**src/rtl/display_manager_if.sv**
```systemverilog
// Pixel-stream bundle between the display sequencer and its environment:
// object positions and clear request in, one pixel write per clock out.
interface display_manager_if;
    logic        clear_en;
    logic [10:0] pipe1_x;
    logic [10:0] pipe1_y;
    logic [10:0] pipe2_x;
    logic [10:0] pipe2_y;
    logic [10:0] bird_x;
    logic [10:0] bird_y;
    logic [10:0] x;
    logic [10:0] y;
    logic        color;
    logic        clear_done;

    modport master (
        output clear_en, pipe1_x, pipe1_y, pipe2_x, pipe2_y, bird_x, bird_y,
        input  x, y, color, clear_done
    );

    modport slave (
        input  clear_en, pipe1_x, pipe1_y, pipe2_x, pipe2_y, bird_x, bird_y,
        output x, y, color, clear_done
    );
endinterface

```
**src/rtl/display_manager.sv**
```systemverilog
// display_manager: pixel-stream sequencer for a 1-bit frame buffer.
// Cycles CLEAR -> PIPE1 -> PIPE2 -> BIRD (-> CLEAR or PIPE1), emitting one
// (x, y, color) write per clock. Optional macro PIPE_CLIP_EN forces pipe
// pixels whose column falls outside 1..SCREEN_W-2 onto column 0.
module display_manager #(
    parameter int SCREEN_W = 640,
    parameter int SCREEN_H = 480,
    parameter int PIPE_W   = 40,
    parameter int GAP_H    = 120,
    parameter int BIRD_SZ  = 16
) (
    input logic              clk,
    input logic              reset,
    display_manager_if.slave dif
);
    typedef enum logic [1:0] {S_CLEAR, S_PIPE1, S_PIPE2, S_BIRD} state_t;

    localparam logic [10:0] SCR_LAST_C  = 11'(SCREEN_W - 1);
    localparam logic [10:0] SCR_LAST_R  = 11'(SCREEN_H - 1);
    localparam logic [10:0] PIPE_LAST_C = 11'(PIPE_W - 1);
    localparam logic [10:0] BIRD_LAST   = 11'(BIRD_SZ - 1);
    localparam logic [11:0] GAP         = 12'(GAP_H);
`ifdef PIPE_CLIP_EN
    localparam logic [10:0] CLIP_HI     = 11'(SCREEN_W - 2);
`endif

    state_t      state_q, state_d;
    logic [10:0] col_q, col_d, row_q, row_d;
    logic [10:0] ox_q, ox_d, oy_q, oy_d;
    logic        entry_q, entry_d;
    logic [10:0] sel_x, sel_y, obj_x, obj_y, last_c, last_r;
    logic [10:0] pix_x, pix_y, x_o, y_o;
    logic        scan_done, in_gap, color_o, done_o;

    // Pick the object source and scan extent for the active state; on the
    // entry cycle the live inputs are used, afterwards the latched copy.
    always_comb begin
        sel_x  = '0;
        sel_y  = '0;
        last_c = SCR_LAST_C;
        last_r = SCR_LAST_R;
        case (state_q)
            S_PIPE1: begin
                sel_x  = dif.pipe1_x;
                sel_y  = dif.pipe1_y;
                last_c = PIPE_LAST_C;
            end
            S_PIPE2: begin
                sel_x  = dif.pipe2_x;
                sel_y  = dif.pipe2_y;
                last_c = PIPE_LAST_C;
            end
            S_BIRD: begin
                sel_x  = dif.bird_x;
                sel_y  = dif.bird_y;
                last_c = BIRD_LAST;
                last_r = BIRD_LAST;
            end
            default: ;
        endcase
        obj_x     = entry_q ? sel_x : ox_q;
        obj_y     = entry_q ? sel_y : oy_q;
        scan_done = (col_q == last_c) && (row_q == last_r);
    end

    // State register
    always_ff @(posedge clk or posedge reset) begin
        if (reset) state_q <= S_CLEAR;
        else       state_q <= state_d;
    end

    // Next state: advance only on the last pixel of the current scan
    always_comb begin
        state_d = state_q;
        if (scan_done) begin
            case (state_q)
                S_CLEAR: state_d = S_PIPE1;
                S_PIPE1: state_d = S_PIPE2;
                S_PIPE2: state_d = S_BIRD;
                S_BIRD:  state_d = dif.clear_en ? S_CLEAR : S_PIPE1;
                default: state_d = S_CLEAR;
            endcase
        end
    end

    // Row-major scan counters (column fastest) and coordinate hold
    always_comb begin
        col_d = col_q + 11'd1;
        row_d = row_q;
        if (scan_done) begin
            col_d = '0;
            row_d = '0;
        end else if (col_q == last_c) begin
            col_d = '0;
            row_d = row_q + 11'd1;
        end
        ox_d    = obj_x;
        oy_d    = obj_y;
        entry_d = (state_d != state_q);
    end

    // Datapath registers
    always_ff @(posedge clk or posedge reset) begin
        if (reset) begin
            col_q   <= '0;
            row_q   <= '0;
            ox_q    <= '0;
            oy_q    <= '0;
            entry_q <= 1'b1;
        end else begin
            col_q   <= col_d;
            row_q   <= row_d;
            ox_q    <= ox_d;
            oy_q    <= oy_d;
            entry_q <= entry_d;
        end
    end

    // Output decode: pixel position and value for the current scan step
    always_comb begin
        pix_x   = obj_x + col_q;
        pix_y   = obj_y + row_q;
        in_gap  = ({1'b0, row_q} >= {1'b0, obj_y}) &&
                  ({1'b0, row_q} < ({1'b0, obj_y} + GAP));
        x_o     = col_q;
        y_o     = row_q;
        color_o = 1'b0;
        done_o  = 1'b0;
        case (state_q)
            S_CLEAR: done_o = scan_done;
            S_PIPE1, S_PIPE2: begin
                x_o     = pix_x;
                color_o = ~in_gap;
`ifdef PIPE_CLIP_EN
                if (pix_x == 11'd0 || pix_x > CLIP_HI) x_o = '0;
`endif
            end
            S_BIRD: begin
                x_o     = pix_x;
                y_o     = pix_y;
                color_o = 1'b1;
            end
            default: ;
        endcase
    end

    assign dif.x          = x_o;
    assign dif.y          = y_o;
    assign dif.color      = color_o;
    assign dif.clear_done = done_o;

endmodule

```
**src/flat_wrapper.sv**
```systemverilog
// flat-port wrapper written by rule: the top's interface ports become plain ports
module display_manager_flat 
#(
    parameter int SCREEN_W = 640,
    parameter int SCREEN_H = 480,
    parameter int PIPE_W   = 40,
    parameter int GAP_H    = 120,
    parameter int BIRD_SZ  = 16
)
  (clk, reset, dif_clear_en, dif_pipe1_x, dif_pipe1_y, dif_pipe2_x, dif_pipe2_y, dif_bird_x, dif_bird_y, dif_x, dif_y, dif_color, dif_clear_done);
  display_manager_if dif_i ();
  input logic clk;
  input logic reset;
  input wire logic [$bits(dif_i.clear_en)-1:0] dif_clear_en;
  input wire logic [$bits(dif_i.pipe1_x)-1:0] dif_pipe1_x;
  input wire logic [$bits(dif_i.pipe1_y)-1:0] dif_pipe1_y;
  input wire logic [$bits(dif_i.pipe2_x)-1:0] dif_pipe2_x;
  input wire logic [$bits(dif_i.pipe2_y)-1:0] dif_pipe2_y;
  input wire logic [$bits(dif_i.bird_x)-1:0] dif_bird_x;
  input wire logic [$bits(dif_i.bird_y)-1:0] dif_bird_y;
  output wire logic [$bits(dif_i.x)-1:0] dif_x;
  output wire logic [$bits(dif_i.y)-1:0] dif_y;
  output wire logic [$bits(dif_i.color)-1:0] dif_color;
  output wire logic [$bits(dif_i.clear_done)-1:0] dif_clear_done;
  assign dif_i.clear_en = dif_clear_en;
  assign dif_i.pipe1_x = dif_pipe1_x;
  assign dif_i.pipe1_y = dif_pipe1_y;
  assign dif_i.pipe2_x = dif_pipe2_x;
  assign dif_i.pipe2_y = dif_pipe2_y;
  assign dif_i.bird_x = dif_bird_x;
  assign dif_i.bird_y = dif_bird_y;
  assign dif_x = dif_i.x;
  assign dif_y = dif_i.y;
  assign dif_color = dif_i.color;
  assign dif_clear_done = dif_i.clear_done;
  display_manager #(.SCREEN_W(SCREEN_W), .SCREEN_H(SCREEN_H), .PIPE_W(PIPE_W), .GAP_H(GAP_H), .BIRD_SZ(BIRD_SZ)) u_core (.clk(clk), .reset(reset), .dif(dif_i));
endmodule
```
**config.mk**
```make
export PLATFORM = sky130hd
export DESIGN_NAME = display_manager_flat
export DESIGN_NICKNAME = d
export VERILOG_FILES = /design/src/rtl/display_manager_if.sv /design/src/rtl/display_manager.sv /design/src/flat_wrapper.sv
export SDC_FILE = /design/constraint.sdc
export NUM_CORES = 1
export LEC_CHECK = 0
export CAP_MARGIN = 20
export CORE_MARGIN = 2
export CORE_UTILIZATION = 51
export CTS_CLUSTER_SIZE = 24
export DETAILED_ROUTE_END_ITERATION = 16
export GPL_ROUTABILITY_DRIVEN = 0
export PLACE_DENSITY = 0.77
export SLEW_MARGIN = 20
export SYNTH_ARGS = -nofsm -noshare
export SYNTH_HDL_FRONTEND = slang
export SYNTH_SLANG_ARGS = --single-unit
```
**constraint.sdc**
```tcl
create_clock -name clk -period 4.5 [get_ports clk]
set_input_delay 0.45 -clock clk [delete_from_list [all_inputs] [get_ports clk]]
set_output_delay 0.45 -clock clk [all_outputs]
set_load 0.01 [all_outputs]
```
# [Word level (Yosys, flattened, before mapping)]
# Index checks and enable logic that the tools add are counted.
[word_totals] wordCells=43 output_inout_bits=24 in_bits=69 reg_bits=47
[classes] mux=17 n_bitwise=1 n_lt_le_gt_ge=2 n_eq_ne=6 n_reduce_logical=6 n_addsub=5
[ops] cell="11-bit 2-to-1 mux" n=8
[ops] cell="11-bit case mux with 3 select lines" n=2
[ops] cell="11-bit by 1-bit adder with 11-bit output (second input constant)" n=2
[ops] cell="11-bit adder" n=2
[ops] cell="10-bit case mux with 2 select lines" n=1
[ops] cell="11-bit by 7-bit adder with 12-bit output (second input constant)" n=1
[ops] cell="11-bit by 12-bit less-than comparator with 1-bit output" n=1
[ops] cell="11-bit by 10-bit equality test with 1-bit output" n=1
[ops] cell="11-bit by 9-bit equality test with 1-bit output" n=1
[ops] cell="11-bit greater-or-equal comparator" n=1
[ops] cell="9-bit 2-to-1 mux" n=1
[ops] cell="2-bit case mux with 4 select lines" n=1
[ops] cell="2-bit equality test (second input constant)" n=2
[ops] cell="3-bit OR reduction" n=1
[ops] cell="2-bit by 1-bit equality test with 1-bit output (second input constant)" n=1
[ops] cell="1-bit logical AND" n=2
[ops] cell="2-bit zero test" n=1
[ops] cell="1-bit 2-to-1 mux" n=2
[ops] cell="2-bit 2-to-1 mux" n=1
[ops] cell="2-bit inequality test" n=1
[ops] cell="1-bit case mux with 2 select lines" n=1
[ops] cell="2-bit nonzero test" n=1
[ops] cell="2-bit OR reduction" n=1
[ops] cell="1-bit inverter" n=1

# [Longest topological paths before layout]
[logic_depth] ltp_word=8 mapped_depth=19 mapped_depth_nobuf=17

# [Worst setup path before layout]
# OpenSTA, ideal clock, no wires.
[synth_path] path_kind="reg2out" startpoint="reg u_core.state_q[0]" endpoint="out dif_x[10]" path_stages_with_launch=16 arrival_ps=3492 path_slack_ps=558 n_path_buf=3 path_cell_list="dfrtp_1 -> inv_1 -> ha_1 -> buf_6 -> nand2b_1 -> buf_2 -> buf_1 -> o2bb2ai_1 -> ha_1 -> fa_1 -> a211oi_1 -> o21a_1 -> o31ai_1 -> or3_1 -> a21oi_1 -> xor2_1"
[synth_between] elab_chain_len=5 elab_cells_between_ends=8 classes_between="add/sub: 1; eq/ne: 3; mux: 3; reduce/logical: 1"
[synth_rtl] element="from (decl)" line="display_manager.sv:27" source="state_t state_q, state_d;"
[synth_rtl] element="from (signal assigned)" line="display_manager.sv:69" source="else state_q <= state_d;"
[synth_rtl] element="2-bit equality test or 2-bit by 1-bit equality test with 1-bit output (tied branches)" line="display_manager.sv:42" source="case (state_q)"
[synth_rtl] element="11-bit case mux with 3 select lines (*)" line="display_manager.sv:42"
[synth_rtl] element="11-bit 2-to-1 mux (*)" line="display_manager.sv:61" source="obj_x = entry_q ? sel_x : ox_q;"
[synth_rtl] element="named net u_core.obj_x[0]" line="display_manager.sv:31" source="logic [10:0] sel_x, sel_y, obj_x, obj_y, last_c, last_r;"
[synth_rtl] element="11-bit adder (*)" line="display_manager.sv:121" source="pix_x = obj_x + col_q;"
[synth_rtl] element="11-bit 2-to-1 mux (*)" line="display_manager.sv:129" source="case (state_q)"
[synth_rtl] element="to (decl)" line="flat_wrapper.sv:21" source="output wire logic [$bits(dif_i.x)-1:0] dif_x;"
# Mark *: on every way through the listed nets, which the timed path passes. The rest lies on a longest branch.

# [Worst setup path after layout]
[layout_path] startpoint="reg u_core.state_q[1]" endpoint="out dif_y[8]"
[layout_between] elab_chain_len=5 elab_cells_between_ends=7 classes_between="add/sub: 1; eq/ne: 3; mux: 3"
[layout_rtl] element="2-bit equality test (tied with other cells)" line="display_manager.sv:42, display_manager.sv:129"
[layout_rtl] element="11-bit case mux with 3 select lines" line="display_manager.sv:42"
[layout_rtl] element="11-bit 2-to-1 mux" line="display_manager.sv:62" source="obj_y = entry_q ? sel_y : oy_q;"
[layout_rtl] element="11-bit adder" line="display_manager.sv:122" source="pix_y = obj_y + row_q;"
[layout_rtl] element="11-bit 2-to-1 mux (*)" line="display_manager.sv:129"
[layout_rtl] element="to (decl)" line="flat_wrapper.sv:22" source="output wire logic [$bits(dif_i.y)-1:0] dif_y;"
# Mark *: on every way between the ends. The rest lies on a longest branch, timed or not.

==> results.yml <==
status:
  status: "completed"
die:
  start_util_pct: 52.4
  die_h_um: 93.1
  fp.dieArea_um2: 8670
  die_w_um: 93.1
  rows: 32
  io_pins: 93
  core-area_um2: 7730
detailed_routing:
  drc_errors: 0
  drt.antenna.violating_nets: 0
  wl_per_cell_um: 17.5
  first_pass_iters: 5
  totalWireLength_um: 11600
  drtIter0Drc: 336
  drt-vias-per-instance: 5.97
  vias: 3943
sta:
  final-hold-violation-count: 0
  worst_slack_ns: 0.177
  rsz0062_at_grt: "true"
  clock-skew-final_ns: 0.00539
  final-max-slew-violation-count: 0
  max_freq_mhz: 231
  maxSlewHeadroom_pct: 58.1
  tightest_slew_ns: 0.627
  setup_violations: 0
  period_share_pct: 96.1
  period_minus_slack_ns: 4.32
synth:
  async_reset_ff_share_pct: 100
  synth_top_area_share_pct: 28.4
  syn-instance-count: 456
  synth_edf_count: 0
  seq_area_frac_synth_pct: 29.1
  ys.flop_type: "dfrtp_1"
  synth_top_area_cell: "dfrtp_1"
  synth_seq_cells: 47
  yosysWarnings: 0
  syn_area_um2: 4050
  synth_commonest_cells: "ha_1 (47), dfrtp_1 (46), nor2_1 (39), o21ai_0 (31), inv_1 (30)"
  synthTopCellsByArea: "dfrtp_1 (28%), ha_1 (15%), a222oi_1 (5.4%)"
  avgSynthCellArea_um2: 8.88
  yosysMostFrequentCell: "ha_1"
  synth_fp_nets: 574
  synth_cell_type_count: 58
critical_path:
  crit_type: "flop to primary output"
  r2r-end: "u_core.state_q[0]$_DFF_PP0_"
  start_kind: "flop"
  cp.arrival_ns: 3.87
  regToRegStartpoint: "u_core.state_q[0]$_DFF_PP0_"
  r2r_cells: 9
  regToRegSetupSlack_ns: 1.73
  cp-end-kind: "primary output"
  critical_path_peak_fanout: 8
  cp_data_required_time_ns: 4.05
power:
  ir_worst_vdd_v: 0.000119
  power_density_nw_per_um2: 146
  p_leak_nw: 2.40
grt:
  grt_max_degree: 48
  grt_pass1_vias: 3746
  antenna_found_initial: 0
  grt_pass1_wl_um: 18600
  grt_usage_pct: 26.6
  grt_overflow: 0
clock_network:
  numCtsBuffers: 5
  clock_sinks: 47
  clk_pin_slew_ns: 0.09
  worstSkewPairLatency_ns: 0.29
  root_buffer: "clkbuf_8"
  clock_path_buffers: 2
  cts_max_level: 2
  cts_tree: "built"
place:
  detailed_place_hpwl_um: 8910
  portBuffers: 92
  dpl.cell_count: 649
  place_ws_ns: 0.134
worst_hold_path:
  min_path_cells: 2
  holdCritStartpoint: "u_core.ox_q[10]$_DFF_PP0_"
  worstHoldEndpoint: "u_core.ox_q[10]$_DFF_PP0_"
  hp-class: "flop to flop"
cells_and_area:
  antenna_cells: 0
  layout.cells.non_filler: 661
  areaGrowthSynthToFinish_pct: 32.8
  nets: 676
  drive_gt1_share_pct: 11.3
flow_run:
  cap_violations: 0
[through the flow]
stage	cell area (µm²)	hold slack (ns)	TNS, ns	power (mW)	util, %
finish	5380	0.509	0	0.784	69.6
global route	5380	0.535	-0.100	0.815	69.6
CTS	5270	0.511	-0.0972	0.792	68.2
detailed placement	5140	0.493	0	0.512	66.5
global placement	5140	0.470	0	0.512	66.5
floorplan	4050	0.447	0	0.446	-
[placed cells by master (no fill, tap or decap), types with 22 or more instances in the layout]
| cell | instances |
|---|---|
| clkdlybuf4s50_1 | 87 |
| dfrtp_1 | 45 |
| ha_1 | 43 |
| nor2_1 | 38 |
| o21ai_0 | 31 |
| inv_1 | 28 |
| nand2_1 | 25 |
| a21oi_1 | 25 |
| a222oi_1 | 22 |
| buf_4 | 22 |
[logic make-up (layout without fill, tap and decap cells)]
| group | after synthesis | count (layout) | synth area share (%) |
|---|---|---|---|
| xor gates and xnor gates | 32 | 32 | 6.92 |
| and+or+nand+nor | 128 | 128 | 15.7 |
| AOI/OAI and AO/OA | 146 | 146 | 26.4 |
| muxes | 5 | 5 | 1.36 |
| buffers and inverters | 49 | 152 | 5.06 |
| adders and majority gates | 49 | 49 | 15.5 |
| DFF | 47 | 47 | 29.1 |
[routing by layer]
metal  vias to the layer above  share of wire [%]  track usage, %
met1                      1861                 47            38.7
met2                       161                 44            41.8
met3                        12                8.4            4.75
met4                         0                1.1            5.02
met5                         -                  0               0
li1                       1909                  -               -
[critical path: stages (launching register included)]
cell	delay, ns
dfrtp_1	0.38
buf_4	0.16
ha_2	0.22
buf_4	0.17
a222oi_1	0.39
nor2_1	0.15
a21oi_2	0.18
ha_2	0.34
o21ba_2	0.24
o311ai_2	0.30
a21oi_1	0.11
nor2b_1	0.14
o21ai_0	0.09
a31o_2	0.25
clkdlybuf4s50_1	0.47
[where the power goes]
group | switching, mW | internal [mW]
Sequential | 0 | 0.422
Clock | 0.141 | 0.140
Combinational | 0.0235 | 0.0581
Total | 0.164 | 0.620
[timing repair]
item                       CTS  global route
setup endpoints to repair    7            10
hold buffers                 0             0
pin swaps                    0            10
setup buffers                0             4
gates resized for setup      5            23
[registers in the layout, indices dropped and copies added (netlist names)]
register	cells
u_core.entry_q	1
u_core.ox_q	11
u_core.state_q	2
u_core.col_q	11
u_core.oy_q	11
u_core.row_q	11
[worst max-delay path by stage]
stage                                            from  slack (ns)  cells after the start   endpoint
after floorplan           u_core.state_q[0]$_DFF_PP0_        0.56                     15  dif_x[10]
after global placement                 dif_pipe2_y[1]        0.27                     12   dif_y[9]
after detailed placement  u_core.state_q[0]$_DFF_PP0_        0.13                     14  dif_y[10]
after CTS                 u_core.state_q[0]$_DFF_PP0_       -0.04                     15  dif_y[10]
after global routing      u_core.state_q[0]$_DFF_PP0_       -0.09                     13   dif_x[9]
final                     u_core.state_q[1]$_DFF_PP0_        0.18                     14   dif_y[8]
[area by class of cell]
type | instances | area (µm²)
multi-input cells | 360 | 2760
fillers | 593 | 2350
flip-flops and latches | 47 | 1180
repair buffers | 114 | 1100
well taps | 102 | 128
inverters | 30 | 113
clock buffers | 7 | 96.3
clock inverters | 1 | 7.51
Note: power is estimated with default switching activity, not from simulation.
==> RTL edit: new RTL, same flow settings <==
Build with the macro `PIPE_CLIP_EN` defined.
--- a/src/rtl/display_manager.sv
+++ b/src/rtl/display_manager.sv
@@ -2,6 +2,8 @@
 // Cycles CLEAR -> PIPE1 -> PIPE2 -> BIRD (-> CLEAR or PIPE1), emitting one
 // (x, y, color) write per clock. Optional macro PIPE_CLIP_EN forces pipe
 // pixels whose column falls outside 1..SCREEN_W-2 onto column 0.
+`define PIPE_CLIP_EN
+
 module display_manager #(
     parameter int SCREEN_W = 640,
     parameter int SCREEN_H = 480,
Formal check against the unedited RTL: no difference found for any inputs over 10 cycles, from zero or initial values and one cycle with reset high; that may be too few to reach the edited logic, so the function may still have changed.
==> RTL edit against the unedited design <==
- the run now ends with setup timing left
- via count increased by 11%
- count of clock-buffer cells in the layout decreased by 1
- sequential cell count unchanged
- area after synthesis increased by 3.4%
- design area increased by 8.8%
- worst setup slack got worse by 0.20 ns
- power increased by 4.8%
- combinational power decreased by 14%
- die area increased by 3.2%
- routed wire length increased by 15%
- critical endpoint is now dif_x[8]
==> RTL edit: results (changes against the unedited design) <==
----------------------------------------------------
[Run status]
  Outcome ... finished, violations left (was complete, no violations)
  Failing checks ... setup timing

[Yosys]
  XOR/XNOR share of the synthesized area ... 7.228% (was 6.918%)
  Total nets after synthesis ... 596 (was 574)
  Synth top cells by count ... 48 x sky130_fd_sc_hd__ha_1, 46 x sky130_fd_sc_hd__dfrtp_1, 37 x sky130_fd_sc_hd__nor2_1, 34 x sky130_fd_sc_hd__inv_1, 31 x sky130_fd_sc_hd__a21oi_1 (was 47 x sky130_fd_sc_hd__ha_1, 46 x sky130_fd_sc_hd__dfrtp_1, 39 x sky130_fd_sc_hd__nor2_1, 31 x sky130_fd_sc_hd__o21ai_0, 30 x sky130_fd_sc_hd__inv_1)
  Cell count after synthesis ... 477 (was 456)
  Share of the synthesized area in compound gates (AO/OA/AOI/OAI) ... 27.63% (was 26.44%)
  Adder-cell area share of the yosys netlist ... 15.29% (was 15.50%)
  Mux cell area share after synthesis ... 1.016% (was 1.359%)
  Fraction of the yosys area taken by sequential cells ... 28.11% (was 29.06%)

[Place]
  Placement Setup Slack ... -0.2704 ns (was 0.1337 ns)
  Number of cells in the design after placement ... 682 (was 649)
  Post-DP HPWL ... 9533 um (was 8911 um)
  Placed Area ... 5378 sq um (was 5142 sq um)

[Worst setup path]
  Worst-path cell with the longest stage delay ... sky130_fd_sc_hd__a222oi_1 (was sky130_fd_sc_hd__clkdlybuf4s50_1)
  Data arrival time of the critical path ... 4.07 ns (was 3.87 ns)

[Routing]
  Wire length after detailed routing ... 13270 um (was 11570 um)
  Routed vias/inst ... 6.230 (was 5.965)
  Iter 0 DRT Violations ... 340 (was 336)
  Number of search-and-repair iterations in the first detailed-routing pass ... 8 (was 5)

[Min path]
  Worst min-delay path startpoint ... u_core.ox_q[0] (was u_core.ox_q[10])

[Cells and area]
  Count of inserted antenna diode cells ... 0 (unchanged)
  Share of post-route cells with drive strength above 1 ... 20.00% (was 11.27%)
  Share of the core filled with cells ... 72.33% (was 69.62%)
  Number of nets in the finished design ... 718 (was 676)
  Filler cell count in the final layout ... 638 (was 593)

[GRT]
  Via count of the first global-routing pass ... 4192 (was 3746)
  Wire length of the first global-routing pass ... 20390 um (was 18620 um)

[Pwr]
  Clock group total power ... 0.330 mW (was 0.280 mW)
  Part of the power in combinational logic ... 8.5% (was 10.4%)
  Peak VDD IR ... 186.0 uV (was 119.4 uV)
  Net switching power of the design ... 0.1684 mW (was 0.1642 mW)

[Clock tree]
  Gates resized, CTS repair ... 31 (was 5)
  Worst-skew pair later-pin latency ... 0.31 ns (was 0.29 ns)

[Timing]
  Tightest slew margin relative to the limit ... 44.32% (was 58.13%)
  Post-layout worst setup margin ... -0.02185 ns (was 0.1771 ns)
  Final setup fails ... 2 (was 0)
  Aggregate negative setup slack ... -0.04299 ns (was 0 ns)

----------------------------------------------------
[RTL edit: final cells by class]
cell class / instances / area share (%)
Clock inverter: 2 / 0.5985
Clock buffer: 6 / 1.411
Timing Repair Buffer: 135 / 21.16
Multi-Input combinational cell: 375 / 52.16
Sequential cell: 47 / 20.16
Tap cell: 105 / 2.245
Inverter: 35 / 2.266
[RTL edit: worst paths after layout]
path | slack, ns | cells past startpoint | endpoint
max in group asynchronous | 3.36 | 2 | u_core.state_q[0]
hold / removal | 0.50 | 1 | u_core.ox_q[0]
setup / recovery | -0.02 | 15 | dif_x[8]
hold reg to reg | 0.50 | 1 | u_core.ox_q[0]
setup reg to reg | 1.24 | 10 | u_core.state_q[0]
min in group asynchronous | 0.59 | 2 | u_core.ox_q[9]
[RTL edit: per-layer routing]
metal | wire length (um) | up-vias | global-route usage [%]
li1 | - | 2044 | -
met1 | 5678 | 2105 | 38.89
met2 | 6046 | 214 | 47.22
met3 | 1225 | 29 | 6.464
met4 | 314 | 0 | 9.903
met5 | 0 | - | 0
